[config.mk]
export PLATFORM = sky130hd
export DESIGN_NAME = wide_sub_96
export DESIGN_NICKNAME = d
export VERILOG_FILES = /design/src/rtl/wide_arith_pkg.sv /design/src/rtl/sub_seg.sv /design/src/rtl/wide_sub_96.sv
export SDC_FILE = /design/constraint.sdc
export NUM_CORES = 1
export LEC_CHECK = 0
export ABC_AREA = 1
export BUFFER_PORTS_ARGS = -buffer_cell sky130_fd_sc_hd__buf_2
export CORE_ASPECT_RATIO = 0.8
export CORE_MARGIN = 10
export CORE_UTILIZATION = 36
export CTS_CLUSTER_SIZE = 10
export DETAILED_ROUTE_END_ITERATION = 16
export MAX_ROUTING_LAYER = met4
export PLACE_DENSITY_LB_ADDON = 0.3
export SYNTH_ARGS = -nofsm -noshare
export SYNTH_HDL_FRONTEND = slang
export SYNTH_SLANG_ARGS = --single-unit
export TNS_END_PERCENT = 10
[constraint.sdc]
create_clock -name clk -period 4.3 [get_ports clk]
set_input_delay 0.645 -clock clk [delete_from_list [all_inputs] [get_ports clk]]
set_output_delay 0.645 -clock clk [all_outputs]
set_load 0.02 [all_outputs]
[src/rtl/wide_arith_pkg.sv]
// Shared widths and segment arithmetic for the 96-bit add/subtract datapaths.
// sub_seg_f returns {borrow_out, diff} for a - b - bin on one segment.
package wide_arith_pkg;

    localparam int DATA_W = 96;
    localparam int SEG_W  = 48;

    typedef logic [SEG_W-1:0] seg_t;

    // A 49-bit wrap leaves bit SEG_W set exactly when a < b + bin.
    function automatic logic [SEG_W:0] sub_seg_f(input seg_t a, input seg_t b, input logic bin);
        return {1'b0, a} - {1'b0, b} - {{SEG_W{1'b0}}, bin};
    endfunction

endpackage

[src/rtl/sub_seg.sv]
// One SEG_W-bit subtract stage with borrow in/out and an enabled output register.
// Result registers only load on a valid beat, so bubbles leave the last result in place.
module sub_seg
    import wide_arith_pkg::*;
(
    input  logic             clk,
    input  logic             rst_n,
    input  logic             en_i,
    input  logic             valid_i,
    input  logic [SEG_W-1:0] a_i,
    input  logic [SEG_W-1:0] b_i,
    input  logic             bin_i,
    output logic             valid_o,
    output logic [SEG_W-1:0] diff_o,
    output logic             bout_o
);

    logic [SEG_W:0]   res_d;
    logic             valid_q;
    logic [SEG_W-1:0] diff_q;
    logic             bout_q;

    assign res_d = sub_seg_f(a_i, b_i, bin_i);

    always_ff @(posedge clk or negedge rst_n) begin
        if (!rst_n) begin
            valid_q <= 1'b0;
            diff_q  <= '0;
            bout_q  <= 1'b0;
        end else if (en_i) begin
            valid_q <= valid_i;
            if (valid_i) begin
                diff_q <= res_d[SEG_W-1:0];
                bout_q <= res_d[SEG_W];
            end
        end
    end

    assign valid_o = valid_q;
    assign diff_o  = diff_q;
    assign bout_o  = bout_q;

endmodule

[src/rtl/wide_sub_96.sv]
// Pipelined 96-bit unsigned subtractor with valid/ready flow control:
// S1 operand regs, S2 low-segment subtract, S3 high-segment subtract with registered borrow.
module wide_sub_96
    import wide_arith_pkg::*;
(
    input  logic              clk,
    input  logic              rst_n,
    input  logic              s_valid,
    output logic              s_ready,
    input  logic [DATA_W-1:0] dina,
    input  logic [DATA_W-1:0] dinb,
    output logic              m_valid,
    input  logic              m_ready,
    output logic [DATA_W:0]   dout
);

    // Handshake: a beat moves on valid && ready; each stage loads when the stage
    // after it is empty or draining, so bubbles collapse under backpressure.
    logic             en1, en2, en3;

    logic [DATA_W-1:0] a1_q, b1_q;
    logic              v1_q;
    logic [SEG_W-1:0]  ahi2_q, bhi2_q;
    logic [SEG_W-1:0]  lo2_diff;
    logic              lo2_bout;
    logic              v2;
    logic [SEG_W-1:0]  lo3_q;
    logic [SEG_W-1:0]  hi3_diff;
    logic              hi3_bout;
    logic              v3;

    assign en3     = !v3 || m_ready;
    assign en2     = !v2 || en3;
    assign en1     = !v1_q || en2;
    assign s_ready = en1;

    always_ff @(posedge clk or negedge rst_n) begin
        if (!rst_n) begin
            v1_q <= 1'b0;
            a1_q <= '0;
            b1_q <= '0;
        end else if (en1) begin
            v1_q <= s_valid;
            if (s_valid) begin
                a1_q <= dina;
                b1_q <= dinb;
            end
        end
    end

    sub_seg u_lo (
        .clk     (clk),
        .rst_n   (rst_n),
        .en_i    (en2),
        .valid_i (v1_q),
        .a_i     (a1_q[SEG_W-1:0]),
        .b_i     (b1_q[SEG_W-1:0]),
        .bin_i   (1'b0),
        .valid_o (v2),
        .diff_o  (lo2_diff),
        .bout_o  (lo2_bout)
    );

    // Upper halves ride alongside the low-segment stage untouched.
    always_ff @(posedge clk or negedge rst_n) begin
        if (!rst_n) begin
            ahi2_q <= '0;
            bhi2_q <= '0;
        end else if (en2 && v1_q) begin
            ahi2_q <= a1_q[DATA_W-1:SEG_W];
            bhi2_q <= b1_q[DATA_W-1:SEG_W];
        end
    end

    sub_seg u_hi (
        .clk     (clk),
        .rst_n   (rst_n),
        .en_i    (en3),
        .valid_i (v2),
        .a_i     (ahi2_q),
        .b_i     (bhi2_q),
        .bin_i   (lo2_bout),
        .valid_o (v3),
        .diff_o  (hi3_diff),
        .bout_o  (hi3_bout)
    );

    always_ff @(posedge clk or negedge rst_n) begin
        if (!rst_n) begin
            lo3_q <= '0;
        end else if (en3 && v2) begin
            lo3_q <= lo2_diff;
        end
    end

    assign m_valid = v3;
    assign dout    = {hi3_bout, hi3_diff, lo3_q};

endmodule

==> summary.md <==
For the number of antenna violations at the first check in global routing, the log shows 2. The clock edge transition at the registers on the reported setup and hold paths was 0.07 ns; the maximum frequency from static timing analysis was 0.322 GHz. Share of total power in sequential cells: 25.8%.

In the layout the commonest cells are sky130_fd_sc_hd__nand2_1, sky130_fd_sc_hd__inv_1, sky130_fd_sc_hd__dfrtp_1. The total overflow left after global routing is 0. The worst slack at placement is 1.24 ns.

The tools report the HPWL after detailed placement as 60300 um. Height of the die: 259 um. For the final database, setup skew stands at 0.0298 ns. For the maximum number of pins on one net before global-route repair, the log shows 211. Setup violations remaining at the end of the flow were counted as 0. The area added between synthesis and finish is 15.6%, and the detailed-router iteration count before antenna repair is 5. The worst hold path belongs to the class input port to async pin.

The run finished with clean final reports. Number of rows created at floorplan: 87. The final number of hold-violating endpoints is 0, and the count of port buffers added during placement is 294. Leaving out fill and tap cells, the most frequent cell in the layout is sky130_fd_sc_hd__nand2_1.

Once routing completed, OpenROAD measured the worst setup slack at 1.19 ns. The later pin in the worst-skew pair is clocked with a latency of 0.61 ns. The tools report the total leakage power as 16.4 nW.

The worst-case IR drop observed on VDD is 384 uV. The post-layout minimum cycle time was 3.11 ns; the detailed-route DRC error count was 0. Global routing used 2.63% of the available met3 tracks. In this run the count of I/O pins placed on the die edge is 295. The detailed router's first-iteration violation count is 1457. In this run, the combinational gates consume 57.5% of the power. The number of gates resized after CTS was 0.

The detail route stage leaves a number of antenna-violating nets equal to 0. The internal power summed over all cells was 12.3 mW; the total vias in the final route was 21900. The synthesized instance count was 3472. The die is 318 um wide. The mean instance size in the synthesized netlist is 7.39 um2, and the number of setup buffers added after CTS is 0. Of all nets on the critical path, the largest fanout is 4. The clock network is responsible for 16.8% of the overall power. The first global-routing pass estimated 121000 um of wire. For this design the ratio of total power to cell area is 809 mW/mm2. The filler cells instantiated in the layout total 7402. At the worst endpoint, the required time is 4.80 ns. The worst endpoint data arrival time is 3.60 ns, and the setup total negative slack is 0 ns. The share of the clock period used by the worst path after layout was 72.3%; the floorplan core area was 0.0705 mm2. In the final routed layout, each cell accounts on average for 16.3 um. For this configuration, the core starts out at a cell density of 36.4%. The tools report the worst slew margin relative to its limit as 38.6%. The number of vias per cell works out to 4.66. After synthesis, the netlist uses 40 different library cells.

The floorplan step defined a die boundary enclosing 0.0824 mm2. The cell area after synthesis was 0.0257 mm2; the switching power of the nets was 11.7 mW. The via count of the first global-routing pass was 22200; the global-route met2 utilization was 30.9%. The Yosys step of the flow raised 0 warnings. The kind of critical path was flip-flop to flip-flop.

Clock tree synthesis selected as its root buffer the cell sky130_fd_sc_hd__clkbuf_16. Most congested layer reported by global routing: met2. Number of slew-limit violations in the final report: 0. Summing all placed instances gives a cell area of 0.0282 mm2.

Global routing used 18.9% of the available tracks across all layers. The run gives 24.4% as the met1 global-route usage. Setup repair after global routing left no endpoint under its margin. STA classifies the critical path startpoint as a flip-flop. The clock net in this run drives a total of 437 sinks.

Counting the buffers created by CTS gives 52. Counting every net in the synthesized netlist gives 3813. In this run the number of H-tree levels came out at 2. At the end of the flow, the number of nets in the layout was 4100. The share of post-route cells with drive strength above 1 was 15.3%; the routed wire length was 76800 um. In this run switching power makes up 48.8% of total power. Of the synthesized area, sequential elements account for 42.6%. The measured slew at the worst slew-check pin works out to 0.921 ns. The kind of end point of the critical path was a flip-flop. Counting flops and latches in the post-synthesis netlist gives 437. In this run, post-CTS hold repair placed 0 buffers. The post-route standard cell area excluding fillers is 0.0296 mm2. Counting along the longest clock path gives a buffer depth of 3. The total of max-cap violations came out at 0. TritonCTS built the clock tree. At the end of routability-driven placement, the weighted congestion stood at 0.992.
[state kept, by name, summed over array words and instances, names as in the netlist, 48 cells and up]
| register | cells |
|---|---|
| a1_q | 96 |
| b1_q | 96 |
| ahi2_q | 48 |
| bhi2_q | 48 |
| lo3_q | 48 |
| u_hi.diff_o | 48 |
| u_lo.diff_o | 48 |
[layout make-up]
type,count,area (um2),share of cell area [%]
multi-input cells,2273,11800,39.7
inverters,676,2540,8.56
clock buffers,63,1420,4.80
flip-flops and latches,437,10900,36.9
diodes,1,2.50,0.00844
clock inverters,6,47.5,0.160
repair buffers,319,1770,5.97
well taps,934,1170,3.94
[Yosys cell counts, drive strengths merged]
| cell type | count | area (um2) |
|---|---|---|
| clkinv | 2 | 7.51 |
| xor2 | 2 | 17.5 |
| o21bai | 13 | 109 |
| xnor2 | 33 | 289 |
| o21ai | 154 | 774 |
| nor3 | 18 | 115 |
| or2 | 12 | 75.1 |
| o22ai | 1 | 6.26 |
| clkbuf | 28 | 105 |
| nand2 | 1147 | 4410 |
| and2 | 2 | 12.5 |
| buf | 58 | 340 |
| fa | 3 | 60.1 |
| nor4 | 7 | 43.8 |
| o311a | 1 | 10.0 |
| a21o | 3 | 22.5 |
| nand3b | 20 | 179 |
| nand4 | 24 | 150 |
| nor2 | 293 | 1230 |
| mux2 | 69 | 777 |
| ha | 142 | 1780 |
| nand3 | 144 | 746 |
| inv | 674 | 2530 |
| a21oi | 185 | 926 |
| dfrtp | 437 | 10900 |
[worst max-delay path, stage by stage (launching register included)]
cell and delay, ns:
sky130_fd_sc_hd__dfrtp_1 0.40, sky130_fd_sc_hd__fa_1 0.57, sky130_fd_sc_hd__inv_1 0.05, sky130_fd_sc_hd__ha_1 0.17, sky130_fd_sc_hd__nor2_1 0.16, sky130_fd_sc_hd__inv_1 0.11
sky130_fd_sc_hd__fa_1 0.49, sky130_fd_sc_hd__o21ai_1 0.17, sky130_fd_sc_hd__nand2_1 0.16, sky130_fd_sc_hd__nand2_1 0.11, sky130_fd_sc_hd__nand2_2 0.08, sky130_fd_sc_hd__nand2_1 0.07
sky130_fd_sc_hd__nand3b_1 0.11, sky130_fd_sc_hd__or2_1 0.22, sky130_fd_sc_hd__nand3_1 0.06, sky130_fd_sc_hd__nand2_1 0.06
[cells by family (layout without fill, tap and decap cells)]
kind of cell,after synthesis,after routing,synth area share (%)
buf+inv,762,1064,11.6
mux,69,69,3.03
xor+xnor,35,35,1.19
other cells,0,1,0
simple gates,1667,1667,27.2
compound gates,357,357,7.20
fa+ha+maj,145,145,7.16
flops,437,437,42.6
[stage by stage]
stage	total power, mW	utilization [%]	std cells	hold slack (ns)
6_report	24.0	42.0	4709	0.135
3_3_place_gp	19.9	39.9	4639	0.454
5_1_grt	26.3	42.0	4709	0.196
4_1_cts	24.2	42.0	4708	0.163
3_5_place_dp	20.0	39.9	4639	0.460
2_1_floorplan	15.7	-	3472	0.349
[metal layers]
| metal | vias to the layer above | part of all wire [%] |
|---|---|---|
| li1 | 11200 | - |
| met1 | 10200 | 46 |
| met2 | 497 | 47 |
| met3 | 112 | 4.9 |
| met4 | 0 | 2.4 |
| met5 | - | 0 |
[path summary, 6_finish.rpt]
check | endpoint | from | slack (ns) | cells after the start
setup reg to reg | u_hi.diff_o[24]$_DFFE_PN0P_ | ahi2_q[0]$_DFFE_PN0P_ | 1.19 | 15
hold / removal | u_hi.diff_o[7]$_DFFE_PN0P_ | rst_n | 0.14 | 1
max in group asynchronous | lo3_q[46]$_DFFE_PN0P_ | rst_n | 3.17 | 2
setup / recovery | u_hi.diff_o[24]$_DFFE_PN0P_ | ahi2_q[0]$_DFFE_PN0P_ | 1.19 | 15
hold reg to reg | lo3_q[47]$_DFFE_PN0P_ | u_lo.diff_o[47]$_DFFE_PN0P_ | 0.46 | 2
min in group clk | a1_q[83]$_DFFE_PN0P_ | dina[83] | 0.26 | 2
[power groups by stage]
stage | clock network (mW) | logic [mW] | registers (mW)
after floorplan | 0 | 9.13 | 6.57
after global routing | 4.31 | 15.6 | 6.34
final | 4.02 | 13.8 | 6.19
after detailed placement | 0 | 13.8 | 6.24
after global placement | 0 | 13.7 | 6.23
after CTS | 4.15 | 13.8 | 6.19
Power figures use the tool's default switching activity.
